$ cat config.mk
export PLATFORM = sky130hd
export DESIGN_NAME = toggle_power_monitor
export DESIGN_NICKNAME = d
export VERILOG_FILES = /design/src/rtl/pwr_mon_pkg.sv /design/src/rtl/toggle_counter.sv /design/src/rtl/toggle_power_monitor.sv
export SDC_FILE = /design/constraint.sdc
export NUM_CORES = 1
export LEC_CHECK = 0
export CAP_MARGIN = 25
export CELL_PAD_IN_SITES_DETAIL_PLACEMENT = 1
export CELL_PAD_IN_SITES_GLOBAL_PLACEMENT = 1
export CORE_ASPECT_RATIO = 1.2
export CORE_MARGIN = 1
export CORE_UTILIZATION = 50
export DETAILED_ROUTE_END_ITERATION = 6
export GPL_TIMING_DRIVEN = 0
export PLACE_DENSITY = 0.91
export SLEW_MARGIN = 20
export SYNTH_ARGS = -nofsm -noshare
export SYNTH_HDL_FRONTEND = slang
export SYNTH_SLANG_ARGS = --single-unit
export TNS_END_PERCENT = 50
$ cat constraint.sdc
create_clock -name clk -period 13.4 [get_ports clk]
set_input_delay 2.68 -clock clk [delete_from_list [all_inputs] [get_ports clk]]
set_output_delay 2.68 -clock clk [all_outputs]
set_load 0.02 [all_outputs]
$ cat src/rtl/pwr_mon_pkg.sv
// rtl/pwr_mon_pkg.sv - shared types, energy constants and saturating add for toggle_power_monitor
package pwr_mon_pkg;

    typedef enum logic [1:0] {
        IDLE  = 2'd0,
        PRIME = 2'd1,
        RUN   = 2'd2
    } state_e;

    // C_L in pF times Vcc^2 in V^2 gives pJ; divide by 10 for 10 pJ energy units
    localparam int C_L_UNITS        = 50;
    localparam int VCC_SQ           = 25;
    localparam int E_PER_TOGGLE_DEF = (C_L_UNITS * VCC_SQ) / 10;

    function automatic logic [31:0] sat_add(
        input logic [31:0] a,
        input logic [31:0] b,
        input logic [31:0] max_v
    );
        logic [32:0] s;
        s = {1'b0, a} + {1'b0, b};
        return (s > {1'b0, max_v}) ? max_v : s[31:0];
    endfunction

endpackage

$ cat src/rtl/toggle_counter.sv
// rtl/toggle_counter.sv - one channel: previous-sample flop, XOR toggle detect, saturating counter, sticky sat
module toggle_counter
    import pwr_mon_pkg::*;
#(
    parameter int CNT_W = 8
) (
    input  logic             clk,
    input  logic             reset_L,
    input  logic             prime,
    input  logic             count_en,
    input  logic             win_clr,
    input  logic             clear,
    input  logic             sig,
    output logic [CNT_W-1:0] count,
    output logic             tog,
    output logic             sat
);

    localparam logic [31:0] CNT_MAX = 32'((64'd1 << CNT_W) - 64'd1);

    logic             prev_q, prev_d;
    logic [CNT_W-1:0] count_q, count_d;
    logic             sat_q, sat_d;

    always_comb begin
        tog     = count_en & (sig ^ prev_q);
        prev_d  = prev_q;
        count_d = count_q;
        sat_d   = sat_q;
        if (clear) begin
            prev_d  = 1'b0;
            count_d = '0;
            sat_d   = 1'b0;
        end else begin
            if (prime || count_en) begin
                prev_d = sig;
            end
            if (count_en) begin
                // At window end the live toggle goes to the adder tree, not the counter
                if (win_clr) begin
                    count_d = '0;
                end else begin
                    count_d = CNT_W'(sat_add(32'(count_q), {31'b0, tog}, CNT_MAX));
                end
                if (tog && (32'(count_q) == CNT_MAX)) begin
                    sat_d = 1'b1;
                end
            end
        end
    end

    always_ff @(posedge clk or negedge reset_L) begin
        if (!reset_L) begin
            prev_q  <= 1'b0;
            count_q <= '0;
            sat_q   <= 1'b0;
        end else begin
            prev_q  <= prev_d;
            count_q <= count_d;
            sat_q   <= sat_d;
        end
    end

    assign count = count_q;
    assign sat   = sat_q;

endmodule

$ cat src/rtl/toggle_power_monitor.sv
// rtl/toggle_power_monitor.sv - windowed multi-channel toggle counter with per-window dynamic energy report
module toggle_power_monitor
    import pwr_mon_pkg::*;
#(
    parameter int N_CH         = 4,
    parameter int CNT_W        = 8,
    parameter int E_W          = 24,
    parameter int WIN_LEN      = 16,
    parameter int E_PER_TOGGLE = E_PER_TOGGLE_DEF,
    localparam int SEL_W       = (N_CH > 1) ? $clog2(N_CH) : 1
) (
    input  logic             clk,
    input  logic             reset_L,
    input  logic             enable,
    input  logic             clear,
    input  logic [N_CH-1:0]  sig_in,
    input  logic [SEL_W-1:0] sel,
    output logic [CNT_W-1:0] tog_cnt,
    output logic [E_W-1:0]   win_energy,
    output logic             win_valid,
    output logic [N_CH:0]    sat
);

    localparam int WC_W  = $clog2(WIN_LEN);
    localparam int SUM_W = CNT_W + $clog2(N_CH) + 1;
    localparam int P_W   = SUM_W + 32;
    localparam logic [WC_W-1:0] WIN_LAST = WC_W'(WIN_LEN - 1);
    localparam logic [P_W-1:0]  E_MAX    = P_W'({E_W{1'b1}});

    state_e            state_q, state_d;
    logic [WC_W-1:0]   win_cnt_q, win_cnt_d;
    logic [E_W-1:0]    win_energy_q, win_energy_d;
    logic              win_valid_q, win_valid_d;
    logic              sat_e_q, sat_e_d;

    logic              prime, count_en, win_end;
    logic [CNT_W-1:0]  cnt [N_CH];
    logic [N_CH-1:0]   tog, ch_sat;
    logic [SUM_W-1:0]  sum;
    logic [P_W-1:0]    product;

    genvar g;
    generate
        for (g = 0; g < N_CH; g++) begin : g_ch
            toggle_counter #(.CNT_W(CNT_W)) u_cnt (
                .clk      (clk),
                .reset_L  (reset_L),
                .prime    (prime),
                .count_en (count_en),
                .win_clr  (win_end),
                .clear    (clear),
                .sig      (sig_in[g]),
                .count    (cnt[g]),
                .tog      (tog[g]),
                .sat      (ch_sat[g])
            );
        end
    endgenerate

    always_comb begin
        prime    = !clear && (state_q == PRIME);
        count_en = !clear && (state_q == RUN);
        win_end  = count_en && (win_cnt_q == WIN_LAST);
    end

    // The window-end sum includes the toggles seen on that same edge
    always_comb begin
        sum = '0;
        for (int i = 0; i < N_CH; i++) begin
            sum = sum + SUM_W'(cnt[i]) + SUM_W'(tog[i]);
        end
        product = P_W'(sum) * P_W'(E_PER_TOGGLE);
    end

    always_comb begin
        state_d      = state_q;
        win_cnt_d    = win_cnt_q;
        win_energy_d = win_energy_q;
        win_valid_d  = 1'b0;
        sat_e_d      = sat_e_q;
        if (clear) begin
            state_d      = IDLE;
            win_cnt_d    = '0;
            win_energy_d = '0;
            sat_e_d      = 1'b0;
        end else begin
            unique case (state_q)
                IDLE:    state_d = enable ? PRIME : IDLE;
                PRIME:   state_d = enable ? RUN : IDLE;
                RUN:     state_d = enable ? RUN : IDLE;
                default: state_d = IDLE;
            endcase
            if (count_en) begin
                win_cnt_d = win_end ? '0 : win_cnt_q + 1'b1;
            end
            if (win_end) begin
                win_valid_d = 1'b1;
                if (product > E_MAX) begin
                    win_energy_d = '1;
                    sat_e_d      = 1'b1;
                end else begin
                    win_energy_d = product[E_W-1:0];
                end
            end
        end
    end

    always_ff @(posedge clk or negedge reset_L) begin
        if (!reset_L) begin
            state_q      <= IDLE;
            win_cnt_q    <= '0;
            win_energy_q <= '0;
            win_valid_q  <= 1'b0;
            sat_e_q      <= 1'b0;
        end else begin
            state_q      <= state_d;
            win_cnt_q    <= win_cnt_d;
            win_energy_q <= win_energy_d;
            win_valid_q  <= win_valid_d;
            sat_e_q      <= sat_e_d;
        end
    end

    always_comb begin
        tog_cnt = '0;
        if (32'(sel) < N_CH) begin
            tog_cnt = cnt[sel];
        end
    end

    assign win_energy = win_energy_q;
    assign win_valid  = win_valid_q;
    assign sat        = {sat_e_q, ch_sat};

endmodule

# [After elaboration in Yosys (flattened, before gate mapping)]
# Index checks and enable logic that the tools add are counted.
[totals] elab_cells=130 in_bits=10 regBits=72 out_inout_bits=38
[op_classes] multipliers=1 eq_ne=7 addsub=12 muxes=54 n_reduce_logical=24 magnitude_cmp=6 n_bitwise=9
[op_table] op="$mux 8" n=18
[op_table] op="$mux 24" n=3
[op_table] op="$add 8x1->9" n=5
[op_table] op="$gt 9x8->1 const B" n=4
[op_table] op="$eq 8x8->1 const B" n=4
[op_table] op="$mux 1" n=26
[op_table] op="$gt 18x24->1 const B" n=1
[op_table] op="$add 11x1->11" n=2
[op_table] op="$add 11x8->11" n=2
[op_table] op="$mul 11x7->18 const B" n=1
[op_table] op="$bmux 8 s2" n=1
[op_table] op="$reduce_bool 2->1" n=8
[op_table] op="$mux 4" n=3
[op_table] op="$add 10x1->11" n=1
[op_table] op="$add 9x8->10" n=1
[op_table] op="$reduce_and 2->1" n=5
[op_table] op="$logic_and 1x1->1" n=7
[op_table] op="$add 4x1->4 const B" n=1
[op_table] op="$and 1x1->1" n=4
[op_table] op="$eq 4x4->1 const B" n=1
[op_table] op="$mux 2" n=2
[op_table] op="$pmux 2 s2" n=1
[op_table] op="$xor 1x1->1" n=4
[op_table] op="$ge 3x3->1 const B" n=1
[op_table] op="7 further kinds" n=7

# [Logic depth before layout (Yosys ltp)]
[logic_depth] depth_word=15 ltp_mapped=31 ltp_nobuf=30

# [By module]
# From an unflattened synthesis, not the netlist that was laid out.
[unflattened] cells_unflattened=733 area_unflattened_um2=6830.3
[by_module_without_submodules] mod="toggle_power_monitor" seq_area_each_um2=650.6 cells_each=469 area_per_inst_um2=4352.9 n_inst=1
[by_module_without_submodules] mod="toggle_counter" seq_area_each_um2=250.2 cells_each=66 area_per_inst_um2=619.3 n_inst=4

# [Least setup slack after synthesis]
# OpenSTA, ideal clock, no wires.
[synth_timing] kind="input-to-reg" from="in clear" to="reg win_energy_q[15], in the netlist win_energy[15]" slack_ns=4.255 t_required_ns=13.265 cell_stages=26 n_path_buf=0 t_arrival_ns=9.011 setup_ns=0.135 path_cell_list="inv_1 -> nand2_1 -> nor2_1 -> fa_1 -> inv_1 -> fa_1 -> fa_1 -> inv_1 -> ha_1 -> fa_1 -> a21o_1 -> a21oi_1 -> xnor2_1 -> ha_1 -> xnor2_1 -> fa_1 -> fa_1 -> fa_1 -> inv_1 -> ha_1 -> nand2_1 -> o21ai_0 -> o211ai_1 -> a32oi_1 -> xnor2_1 -> o21ai_0"
[synth_via] elab_chain_cells=15 word_cells_on_any_way=20 cone_classes="add/sub: 7; mul: 1; order compare: 1; mux: 3; bitwise: 4; reduce/logical: 4"
[synth_lines] element="start: declaration" line="toggle_power_monitor.sv:15" text="input logic clear,"
[synth_lines] element="$logic_not 1->1" line="toggle_power_monitor.sv:62" text="count_en = !clear && (state_q == RUN);"
[synth_lines] element="$logic_and 1x1->1" line="toggle_power_monitor.sv:62"
[synth_lines] element="$and 1x1->1" line="toggle_counter.sv:26" text="tog = count_en & (sig ^ prev_q);"
[synth_lines] element="$add 8x1->9" line="toggle_power_monitor.sv:70" text="sum = sum + SUM_W'(cnt[i]) + SUM_W'(tog[i]);"
[synth_lines] element="$add 9x8->10" line="toggle_power_monitor.sv:70"
[synth_lines] element="$add 10x1->11" line="toggle_power_monitor.sv:70"
[synth_lines] element="$add 11x8->11" line="toggle_power_monitor.sv:70"
[synth_lines] element="$add 11x1->11" line="toggle_power_monitor.sv:70"
[synth_lines] element="$add 11x8->11" line="toggle_power_monitor.sv:70"
[synth_lines] element="$add 11x1->11" line="toggle_power_monitor.sv:70"
[synth_lines] element="$mul 11x7->18" line="toggle_power_monitor.sv:72" text="product = P_W'(sum) * P_W'(E_PER_TOGGLE);"
[synth_lines] element="$gt 18x24->1" line="toggle_power_monitor.sv:98" text="if (product > E_MAX) begin"
[synth_lines] element="$mux 24" line="toggle_power_monitor.sv:98"
[synth_lines] element="$mux 24" line="toggle_power_monitor.sv:96" text="if (win_end) begin"
[synth_lines] element="$mux 24" line="toggle_power_monitor.sv:81" text="if (clear) begin"
[synth_lines] element="end signal: assignment" line="toggle_power_monitor.sv:118" text="win_energy_q <= win_energy_d;"
[synth_lines] element="end: declaration" line="toggle_power_monitor.sv:32" text="logic [E_W-1:0] win_energy_q, win_energy_d;"
# Several ways; a longest one is shown, not always the timed one. The select of a mux whose other input is x is not followed.
# A chain may end at the register's enable or synchronous reset.

# [Final worst setup path]
[layout_timing] from="in clear" to="reg win_energy_q[17], in the netlist win_energy[17]"
# Same word-level chain as after synthesis.

==> results.md <==
- The post-cts gate resize count is 0.
- Cells with a size suffix above 1 make up 6.50% of the layout.
- In the layout the commonest cells are inv_1 (74), o21ai_0 (69), ha_1 (69).
- The standard-cell row count is 44.
- Summing over every cut layer, the via total after detailed routing is 5,568.
- After detailed routing, the average wire length per cell comes to 22.2 um.
- The kind of start point of the critical path is a primary input.
- Along the worst path, the maximum fanout reaches 7.
- In this run the vertical extent of the chip is 124 um.
- Summed over its instances, the top area cell type makes up 26.5% of the synthesized netlist area.
- The flow ran to the end, and the final reports show no timing, DRC or antenna violations.
- Once detailed placement completed, the half-perimeter wirelength came to 14,800 um.
- The share of total power dissipated in sequential elements is 42.4%.
- The power per standard cell area is 66.2 nW/um^2.
- In the global route stage, overall resource usage came out at 32.6%.
- Max-cap violations in this run came to 0.
- For this run, the number of Yosys warnings is 0.
- The remaining routing DRC violations is 0.
- The initial cell density of the core is 51.5%.
- Setup repair after global routing left no endpoint under its margin.
- The number of nets in the final layout is 856.
- The maximum clock rate is 95.1 MHz.
- The total of hold buffers inserted after clock tree synthesis is 0.
- The global placement routability congestion is 0.886.
- The die area is 12,900 sq um.
- The core box area is 12,100 sq um.
- The most common cell after layout, fill and taps aside is inv_1.
- In the final layout, flip-flops and latches occupy 1650 sq um.
- The die width is 104 um.
- Of all flip-flops after synthesis, the portion carrying an async set or reset was 100%.
- The hold violation total from the final report was 0.
- In this run the clock root is driven by a clkbuf_16.
- Dividing the final minimum period by the clock period gives 78.5%.
- The initial DRC count is 315.
- In the synthesized netlist the dominant register cell turns out to be dfrtp_1.
- Buffers inserted during clock tree synthesis total 9.
- The clock input transition at the sequential cells of the worst setup and hold paths is 0.06 ns.
- The largest net degree at the start of global routing is 37.
- Net switching is 25.4% of the power.
- During placement, the flow inserted port buffers numbering 39.
- On the final layout, the worst hold slack is 0.512 ns.
- The number of diodes added for antenna fixing is 0.
- The number of synthesized register bits is 66.
- The worst hold path class is register to register.
- Per report_power, the combinational group accounts for 6.4% of the total.
- Adding up every negative setup slack in the final design gives 0 ns.
- The number of global-route vias before repair is 6,350.
- The residual overflow from global routing is 0.
- Each instance of the synthesized netlist takes up on average 9.21 sq um.
- The CTS tree is built.
- At the pin with the least slew margin, the transition time is 0.836 ns.
- In the routed layout, each cell is associated on average with a via count of 6.19.
- dfrtp_1 takes more of the synthesized area than any other cell.
- After technology mapping, the gate count stands at 678.
- The tree built by TritonCTS fans out to 66 sinks.
- The clock insertion delay at the later pin of the skew report is 0.35 ns.
- The number of different library cells in the post-synthesis netlist is 54.
- The class of the most critical setup path is primary input to register.
- The global-route wire length before repair is 32,900 um.
- The total iterations of the first detailed-routing run is 5.
- 48 I/O pins were placed.
- The cell-internal power is 0.354 mW.
- STA classifies the critical path endpoint as a register.
- The sequential-to-total area share from yosys stat is 26.5%.
- The clock network accounts for 51.2% of the total power.
- The worst pin sits at a relative slew slack of 44.1%.
- The area growth from synthesis to layout is 14.8%.
- The number of antenna violations at the first check in global routing is 0.
- Across the VDD grid, the largest voltage drop is 56.0 uV.
- Setup violations remaining at the end of the flow were counted as 0.
- Ranked by total cell area, the synthesized netlist is headed by dfrtp_1 (26%), ha_1 (14%), fa_1 (14%).
- On the final layout, the worst clock skew is 0.00815 ns.
- In this run the number of H-tree levels came out at 3.
- The mapped netlist covers 6240 sq um.
- The clock passes through at most 2 buffers.
- The synthesized design contains 0 enable-type register cells.
- The detailed-route wire length is 20,000 um.
- Once detail routing completed, the nets flagged for antenna violations numbered 0.
- The area taken by multi-input logic gates is 4170 sq um.
- The net load switching power is 0.121 mW.
- Summed over all cells, the static leakage comes to 3.52 nW.
- The count of pins over their slew limit is 0.
- After clock tree synthesis, the setup repair step added 0 buffers.
- STA puts the critical path data required time at 13.61 ns.
- STA puts the critical path data arrival time at 10.73 ns.
- The time the final worst path needs with I/O delays and setup is 10.52 ns.
- After filler insertion, the fill cell instance count of the layout stands at 1,385.
worst max-delay path, cell delays in order:
cell and delay (ns):
clkdlybuf4s50_1 0.53, inv_1 0.15, nand2_1 0.09, nor2_1 0.29, fa_1 0.47, inv_1 0.09
fa_1 0.45, fa_1 0.54, inv_1 0.07, ha_1 0.24, fa_1 0.41, xor2_1 0.68
ha_1 0.42, xnor2_1 0.18, fa_1 0.54, inv_1 0.07, fa_1 0.55, inv_1 0.07
fa_1 0.51, inv_1 0.05, ha_1 0.40, o21a_1 0.22, o31a_1 0.26, o211ai_1 0.20
o211ai_1 0.26, xnor2_1 0.18, o21ai_0 0.12
per-stage QoR:
| step | power [mW] | setup slack, ns | utilization [%] | cells | area (sq um) |
|---|---|---|---|---|---|
| 3_3_place_gp | 0.233 | 3.02 | 56.6 | 883 | 6850 |
| 4_1_cts | 0.476 | 2.93 | 59.2 | 900 | 7170 |
| 2_1_floorplan | 0.221 | 4.25 | - | 683 | 6260 |
| 3_5_place_dp | 0.235 | 2.76 | 56.7 | 884 | 6870 |
| 5_1_grt | 0.485 | 2.64 | 59.2 | 900 | 7170 |
| 6_report | 0.475 | 2.88 | 59.2 | 900 | 7170 |
kinds of logic (layout without fill, tap and decap cells):
family	after synthesis	count (layout)	synth area share, %
AO/OA/AOI/OAI	171	171	16.3
flip-flops	66	66	26.5
other	1	6	0.0601
XOR/XNOR	39	39	6.25
adder cells (fa/ha/maj)	113	113	27.8
buffers and inverters	107	163	7.13
AND/OR/NAND/NOR	170	170	12.6
multiplexers	11	11	3.37
worst paths after layout:
path,from,depth (start not counted),endpoint,slack [ns]
setup reg to reg,state_q[0],28,win_energy[17],4.76
hold reg to reg,sat_e_q,1,sat_e_q,0.51
min in group asynchronous,reset_L,1,g_ch[0].u_cnt.prev_q,2.27
hold / removal,sat_e_q,1,sat_e_q,0.51
setup / recovery,clear,27,win_energy[17],2.88
max in group asynchronous,reset_L,2,g_ch[3].u_cnt.count[4],10.57
routing by layer:
layer,track usage (%),wire length (um),part of all wire (%)
met5,0,0,0
met2,58.8,10800,54
met3,5.49,902,4.5
met4,22.0,1230,6.2
met1,34.6,7080,35
state kept, by name, summed over array words and instances, names as in the netlist:
name and cells:
g_ch.u_cnt.count 32, win_energy 18, g_ch.u_cnt.prev_q 4, g_ch.u_cnt.sat 4, win_cnt_q 4, state_q 2, sat_e_q 1, win_valid 1
layout make-up:
cell class / count / share of cell area (%)
clock buffer: 9 / 3.14
inverter: 76 / 4.02
buffer: 31 / 2.20
sequential: 66 / 23.0
multi-input combinational: 510 / 58.1
tap: 161 / 2.81
timing repair buffer: 40 / 5.69
clock inverter: 7 / 0.978
Yosys cell counts, types with 2 or more instances:
master     n
xnor2_1   24
nor3_1     5
ha_1      69
nor2b_1    4
clkbuf_1  19
dfrtp_1   66
fa_1      43
nand2_1   59
and2_1     4
o22a_1     3
o22ai_1    4
o31ai_1    3
nor2_1    36
a21oi_1   45
buf_4     11
and3_1    11
nand4_1   11
o21ai_0   69
o21a_1     3
a22o_1     3
xnor2_2    4
o211ai_1   3
o32ai_1    2
or3_1      2
a31oi_1   11
mux2i_1    3
a21o_1     8
mux4_2     8
nand3_1   30
o21bai_1   2
a211oi_1   5
inv_1     74
xor2_1    10
a31o_2     2
nand2b_1   3
power groups by stage:
| stage | Clock (mW) | Sequential [mW] | Combinational (mW) |
|---|---|---|---|
| final | 0.243 | 0.201 | 0.0303 |
| after global placement | 0 | 0.205 | 0.0278 |
| after global routing | 0.250 | 0.201 | 0.0334 |
| after CTS | 0.244 | 0.201 | 0.0304 |
| after detailed placement | 0 | 0.205 | 0.0299 |
| after floorplan | 0 | 0.205 | 0.0165 |
Note: power is estimated with default switching activity, not from simulation.
==> patch 1: new RTL, same flow settings <==
Register the inputs `enable`, `clear`, `sig_in` and `sel` before use. The logic sees them one clock later.
--- a/src/rtl/toggle_power_monitor.sv
+++ b/src/rtl/toggle_power_monitor.sv
@@ -27,6 +27,18 @@
     localparam logic [WC_W-1:0] WIN_LAST = WC_W'(WIN_LEN - 1);
     localparam logic [P_W-1:0]  E_MAX    = P_W'({E_W{1'b1}});
 
+    logic enable_q;
+    logic clear_q;
+    logic [N_CH-1:0] sig_q;
+    logic [SEL_W-1:0] sel_q;
+
+    always_ff @(posedge clk) begin
+        enable_q <= enable;
+        clear_q  <= clear;
+        sig_q    <= sig_in;
+        sel_q    <= sel;
+    end
+
     state_e            state_q, state_d;
     logic [WC_W-1:0]   win_cnt_q, win_cnt_d;
     logic [E_W-1:0]    win_energy_q, win_energy_d;
@@ -48,8 +60,8 @@
                 .prime    (prime),
                 .count_en (count_en),
                 .win_clr  (win_end),
-                .clear    (clear),
-                .sig      (sig_in[g]),
+                .clear    (clear_q),
+                .sig      (sig_q[g]),
                 .count    (cnt[g]),
                 .tog      (tog[g]),
                 .sat      (ch_sat[g])
@@ -58,8 +70,8 @@
     endgenerate
 
     always_comb begin
-        prime    = !clear && (state_q == PRIME);
-        count_en = !clear && (state_q == RUN);
+        prime    = !clear_q && (state_q == PRIME);
+        count_en = !clear_q && (state_q == RUN);
         win_end  = count_en && (win_cnt_q == WIN_LAST);
     end
 
@@ -78,16 +90,16 @@
         win_energy_d = win_energy_q;
         win_valid_d  = 1'b0;
         sat_e_d      = sat_e_q;
-        if (clear) begin
+        if (clear_q) begin
             state_d      = IDLE;
             win_cnt_d    = '0;
             win_energy_d = '0;
             sat_e_d      = 1'b0;
         end else begin
             unique case (state_q)
-                IDLE:    state_d = enable ? PRIME : IDLE;
-                PRIME:   state_d = enable ? RUN : IDLE;
-                RUN:     state_d = enable ? RUN : IDLE;
+                IDLE:    state_d = enable_q ? PRIME : IDLE;
+                PRIME:   state_d = enable_q ? RUN : IDLE;
+                RUN:     state_d = enable_q ? RUN : IDLE;
                 default: state_d = IDLE;
             endcase
             if (count_en) begin
@@ -123,8 +135,8 @@
 
     always_comb begin
         tog_cnt = '0;
-        if (32'(sel) < N_CH) begin
-            tog_cnt = cnt[sel];
+        if (32'(sel_q) < N_CH) begin
+            tog_cnt = cnt[sel_q];
         end
     end
 
Function: changed (a bounded check fails within 4 cycles, from zero or initial values and one cycle with reset_L low).
==> patch 1 against the unedited design <==
- sequential cell count is 8 higher
- total power is 4.8% higher
- critical path depth is 3 higher
- first-iteration DRC count is 19% lower
- highest routed layer unchanged
- worst setup slack better by 2.3 ns
- count of clock-buffer cells in the layout stayed put
- final area is 2.9% higher
- synthesized cell count is 0.88% higher
- cell count is 1.2% higher
- routed wire length is 3.8% lower
- area after synthesis is 2.9% higher
- critical path type is now register to register
==> patch 1: results (changes against the unedited design) <==
.. list-table::
   :header-rows: 1

   * - Metric
     - Value
   * - Status
     - completed
   * - Ant. Diodes
     - 0 (unchanged)
   * - Top cells by area in the synthesized netlist
     - dfrtp_1, ha_1, fa_1
   * - Wire length reported by the detailed router
     - 19200 µm (-3.8%)
   * - Fraction of layout cells with a size suffix above 1
     - 6.29% (-0.20 points)
   * - Crit path arrival time
     - 8.48 ns (-2.25 ns)
   * - Type of the tightest min-delay check
     - register to register
   * - Iter 0 DRT Violations
     - 256 (-19%)
   * - H-Tree Depth
     - 3 (unchanged)
   * - Root cell of the clock tree
     - clkbuf_16
   * - Synthesized area per cell
     - 9.40 µm² (+2.0%)
   * - Clock Skews
     - 0.0106 ns (+0.00242 ns)
   * - Leading register cell type out of synthesis
     - dfrtp_1
   * - Detailed Routing Iterations Pass 1
     - 5 (unchanged)
   * - Via count of the first global-routing pass
     - 6063 (-4.5%)
   * - Placed Cells
     - 895 (+1.2%)
   * - CP max stage delay
     - 0.52 ns (-0.16 ns)
   * - Per-cell routed wire length
     - 21.1 µm (-4.9%)
   * - Filler Cell Count
     - 1454 (+5.0%)
   * - Leakage component of the power
     - 3.61 nW (+2.4%)
   * - Register-to-Register Path Depth
     - 30 (+7.1%)
   * - Clock latency on the worst-skew pair
     - 0.35 ns (about the same)
   * - Setup slack of the most critical reg-to-reg path
     - 5.14 ns (+0.38 ns)
   * - Most numerous cell types in the synthesized netlist
     - nand2_1, inv_1, ha_1
   * - Slew Limit Headroom
     - 43.2% (-0.95 points)
   * - First-pass GRT wire length
     - 31500 µm (-4.4%)
   * - Maximum number of pins on one net before global-route repair
     - 56 (+51%)
   * - Synth cell types
     - 53 (-1.9%)
   * - Proportion of total power due to net switching
     - 26.7% (+1.3 points)
   * - CP max FO
     - 9 (+2)
   * - Deepest clock path buffer count
     - 2 (unchanged)
   * - Overall global routing resource usage
     - 30.6% (-2.0 points)
   * - Clock transition at the registers of the reported paths
     - 0.07 ns
   * - Cts repair resizes
     - 0 (unchanged)
   * - Number of buffers created by CTS
     - 9 (unchanged)
   * - Global placement routability congestion
     - 0.890 (+0.44%)
   * - Share of the yosys chip area belonging to registers
     - 28.2% (+1.7 points)
   * - Yosys Warn Count
     - 0 (unchanged)
   * - Largest register FFs
     - 32 (unchanged)
   * - Via/cell ratio
     - 6.01 (-2.9%)
   * - Min-Delay Path Depth
     - 1 (unchanged)
   * - Cell with the largest stage delay on the worst path
     - fa_1
   * - VDD IR-drop max
     - 0.0000555 V (-0.91%)
   * - Async S/R FF share, synth
     - 89.2% (-11 points)
   * - Post-layout nets
     - 864 (+0.93%)
   * - IO Port Bufs
     - 41 (+5.1%)
   * - Half-perimeter wire length after placement
     - 14300 µm (-2.9%)
   * - Antenna violations before repair
     - 0 (unchanged)
   * - # Post-CTS Setup Buffers
     - 0 (unchanged)
## patch 1: cell count changes in the layout (fill, tap and decap cells not counted), moves of 4 or more
| cell | change |
|---|---|
| a21oi_1 | +6 |
| a22o_1 | +7 |
| xor2_1 | +4 |
| nor2_1 | -9 |
| nor2b_1 | +7 |
| and3_1 | +6 |
| dfxtp_1 | +8 |
| nand2b_1 | +4 |
| nand3_1 | -18 |
| xnor2_1 | -8 |
| o22ai_1 | -4 |
| nand2_1 | +14 |
| o21ai_0 | -8 |
| a31oi_1 | -4 |
## patch 1: per-stage QoR
stage               setup slack (ns)  utilization, %  area [µm²]  power (mW)  hold slack (ns)
CTS                             5.24            58.5        7370       0.500            0.467
floorplan                       6.34               -        6450       0.248            0.434
finish                          5.14            58.5        7370       0.498            0.463
detailed placement              5.46            56.2        7090       0.263            0.459
global placement                5.58            56.0        7060       0.260            0.441
global route                    4.81            58.5        7370       0.512            0.495
## patch 1: cells by family after synthesis
| group | synth area share [%] |
|---|---|
| adder cells (fa/ha/maj) | 27.0 |
| AND/OR/NAND/NOR | 13.0 |
| multiplexers | 3.11 |
| AO/OA/AOI/OAI | 16.1 |
| XOR/XNOR | 5.96 |
| buffers and inverters | 6.66 |
| flip-flops | 28.2 |
| other | 0.0583 |
## patch 1: metal layers
metal / vias to the layer above / GRT usage (%) / wire length (µm)
met4: 0 / 16.4 / 753
li1: 2460 / - / -
met5: - / 0 / 0
met2: 194 / 54.9 / 10300
met3: 64 / 4.45 / 790
met1: 2756 / 35.1 / 7380
## patch 1: final cells by class
cell class                      count  area share [%]
Sequential cell                    74            24.6
Multi-Input combinational cell    512            57.1
Buffer                             32            2.19
Timing Repair Buffer               42            5.91
Inverter                           71            3.61
Clock buffer                        9            3.05
Clock inverter                      7           0.831
Tap cell                          164            2.78
## patch 1: power groups by stage
stage | clock (mW) | combinational, mW | sequential [mW]
after floorplan | 0 | 0.0169 | 0.231
after global placement | 0 | 0.0285 | 0.231
after CTS | 0.241 | 0.0315 | 0.227
after detailed placement | 0 | 0.0312 | 0.231
final | 0.239 | 0.0313 | 0.227
after global routing | 0.250 | 0.0347 | 0.227
## patch 1: path summary, 6_finish.rpt
path,from,end
hold reg to reg,enable_q,state_q[1]
max in group asynchronous,reset_L,win_energy[7]
setup reg to reg,state_q[0],win_energy[14]
min in group asynchronous,reset_L,win_energy[15]
hold / removal,enable_q,state_q[1]
setup / recovery,state_q[0],win_energy[14]
## patch 1: critical path: cells and delay by family, from the launching register on
family / cells / cell delay (ns)
AO/OA/AOI/OAI: 7 / 1.63
XOR/XNOR: 3 / 0.80
adder cells (fa/ha/maj): 11 / 4.32
buffers and inverters: 6 / 0.43
flip-flops: 1 / 0.40
AND/OR/NAND/NOR: 3 / 0.54
==> patch 2: new RTL, config.mk and constraints unchanged <==
Without the edit above. `N_CH`: 4 -> 8.
--- a/src/rtl/toggle_power_monitor.sv
+++ b/src/rtl/toggle_power_monitor.sv
@@ -2,7 +2,7 @@
 module toggle_power_monitor
     import pwr_mon_pkg::*;
 #(
-    parameter int N_CH         = 4,
+    parameter int N_CH         = 8,
     parameter int CNT_W        = 8,
     parameter int E_W          = 24,
     parameter int WIN_LEN      = 16,
Ports: changed (resized sat, sel and sig_in); port bits go from 48 to 57. The function was not compared with the original's and may differ.
==> patch 2 against the unedited design <==
- worst setup slack lost 1.2 ns
- sequential cell count grew 41
- routed wire length grew 66%
- largest power group is now sequential cells
- total power grew 44%
- final area grew 55%
- largest cell class unchanged
- area after synthesis grew 59%
- via count grew 57%
==> patch 2: results (changes against the unedited design) <==
.. list-table::
   :header-rows: 1

   * - Metric
     - Value
   * - Clock transition at the registers of the reported paths
     - 0.08 ns (+0.02 ns)
   * - Highest clock frequency the design can meet
     - 85.4 MHz (-10%)
   * - Clock latency on the worst-skew pair
     - 0.37 ns (+0.02 ns)
   * - Ant. Diodes
     - 0 (unchanged)
   * - Fraction of layout cells with a size suffix above 1
     - 7.34% (+0.84 points)
   * - Cell with the largest stage delay on the worst path
     - fa_1
   * - Per-cell routed wire length
     - 23.9 µm (+7.4%)
   * - Antenna violations before repair
     - 1 (+1)
   * - H-Tree Depth
     - 3 (unchanged)
   * - Capturing instance or port of the critical path
     - win_energy[16]
   * - # Post-CTS Setup Buffers
     - 0 (unchanged)
   * - Overall global routing resource usage
     - 35.3% (+2.7 points)
   * - Total internal power
     - 498 µW (+41%)
   * - Clock Skews
     - 0.0140 ns (+0.00587 ns)
   * - Global placement routability congestion
     - 0.911 (+2.8%)
   * - First-pass GRT wire length
     - 53800 µm (+64%)
   * - Status
     - completed
   * - Cts repair resizes
     - 0 (unchanged)
   * - CP max FO
     - 7 (unchanged)
   * - Total DRC errors in the routed layout
     - 0 (unchanged)
   * - Register-to-Register Path Depth
     - 33 (+18%)
   * - Total via count after detailed routing
     - 8716 (+57%)
   * - Via count of the first global-routing pass
     - 9917 (+56%)
   * - Crit Reg-Reg Startpoint
     - state_q[0]
   * - Iter 0 DRT Violations
     - 599 (+90%)
   * - Yosys Warn Count
     - 0 (unchanged)
   * - VDD IR-drop max
     - 0.0000595 V (+6.4%)
   * - Root cell of the clock tree
     - clkbuf_16
   * - Largest register FFs
     - 64 (+100%)
   * - Top cells by area in the synthesized netlist
     - dfrtp_1, fa_1, ha_1
   * - Worst setup slack before clock tree synthesis
     - 1.59 ns (-1.17 ns)
   * - Crit path arrival time
     - 11.95 ns (+1.22 ns)
   * - Final non-filler cell total
     - 1392 (+55%)
   * - Setup slack of the most critical reg-to-reg path
     - 3.84 ns (-0.92 ns)
   * - Maximum number of pins on one net before global-route repair
     - 62 (+68%)
   * - Synthesized area per cell
     - 9.35 µm² (+1.5%)
   * - Most numerous cell types in the synthesized netlist
     - inv_1, o21ai_0, dfrtp_1
   * - Half-perimeter wire length after placement
     - 25800 µm (+75%)
   * - Share of the yosys chip area belonging to registers
     - 27.0% (+0.51 points)
   * - Leakage component of the power
     - 5.38 nW (+53%)
   * - CP max stage delay
     - 0.54 ns (-0.14 ns)
   * - IO Port Bufs
     - 48 (+23%)
   * - Pin slew with the least headroom to its limit
     - 0.895 ns (+0.0592 ns)
   * - Synth cell types
     - 67 (+24%)
   * - Async S/R FF share, synth
     - 100% (unchanged)
   * - Post-layout nets
     - 1308 (+53%)
## patch 2: cell count changes in the layout (fill, tap and decap cells not counted), sizes merged, moves of 20 or more
cell   unedited run  this run
fa               43        84
nor2             36        56
dfrtp            66       107
o21ai            70       112
nand2            59        85
inv              75       134
a21oi            45        78
## patch 2: critical path, delay by kind of cell
kind / cells / cell delay, ns
and+or+nand+nor: 4 / 0.74
xor gates and xnor gates: 3 / 0.93
AOI/OAI and AO/OA: 6 / 1.49
buffers and inverters: 8 / 1.18
adders and majority gates: 11 / 4.92
## patch 2: power by group through the flow
stage	combinational [mW]	clock (mW)	sequential, mW
2_1_floorplan	0.0302	0	0.332
3_3_place_gp	0.0521	0	0.332
3_5_place_dp	0.0563	0	0.332
4_1_cts	0.0571	0.299	0.326
5_1_grt	0.0623	0.308	0.326
6_report	0.0579	0.300	0.326
## patch 2: logic make-up after synthesis
family          after synthesis  synth area share [%]
simple gates                263                  12.9
other cells                   1                0.0378
flops                       107                  27.0
buf+inv                     185                  7.72
xor+xnor                     46                  4.32
mux                          27                  4.85
compound gates              266                  15.8
fa+ha+maj                   167                  27.4
## patch 2: worst min path at each step
stage | slack, ns | end
finish | 0.51 | sat_e_q
global route | 0.54 | win_energy[17]
CTS | 0.51 | sat_e_q
detailed placement | 0.49 | sat_e_q
global placement | 0.49 | win_energy[17]
floorplan | 0.46 | g_ch[5].u_cnt.sat
## patch 2: layout make-up
| class | instances | area (µm²) |
|---|---|---|
| Clock buffer | 10 | 239 |
| Tap cell | 261 | 327 |
| Multi-Input combinational cell | 774 | 6500 |
| Fill cell | 2285 | 8380 |
| Clock inverter | 6 | 78.8 |
| Buffer | 55 | 274 |
| Inverter | 130 | 493 |
| Timing Repair Buffer | 49 | 509 |
| Sequential cell | 107 | 2680 |
## patch 2: metal layers
metal,part of all wire [%],track usage (%)
met1,35,37.1
met2,52,61.3
met3,6.6,8.62
met4,7.0,24.7
met5,0,0
## patch 2: metrics by stage
step | area (µm²) | power, mW
finish | 11100 | 0.684
detailed placement | 10800 | 0.389
CTS | 11100 | 0.682
floorplan | 9940 | 0.362
global placement | 10800 | 0.384
global route | 11100 | 0.696
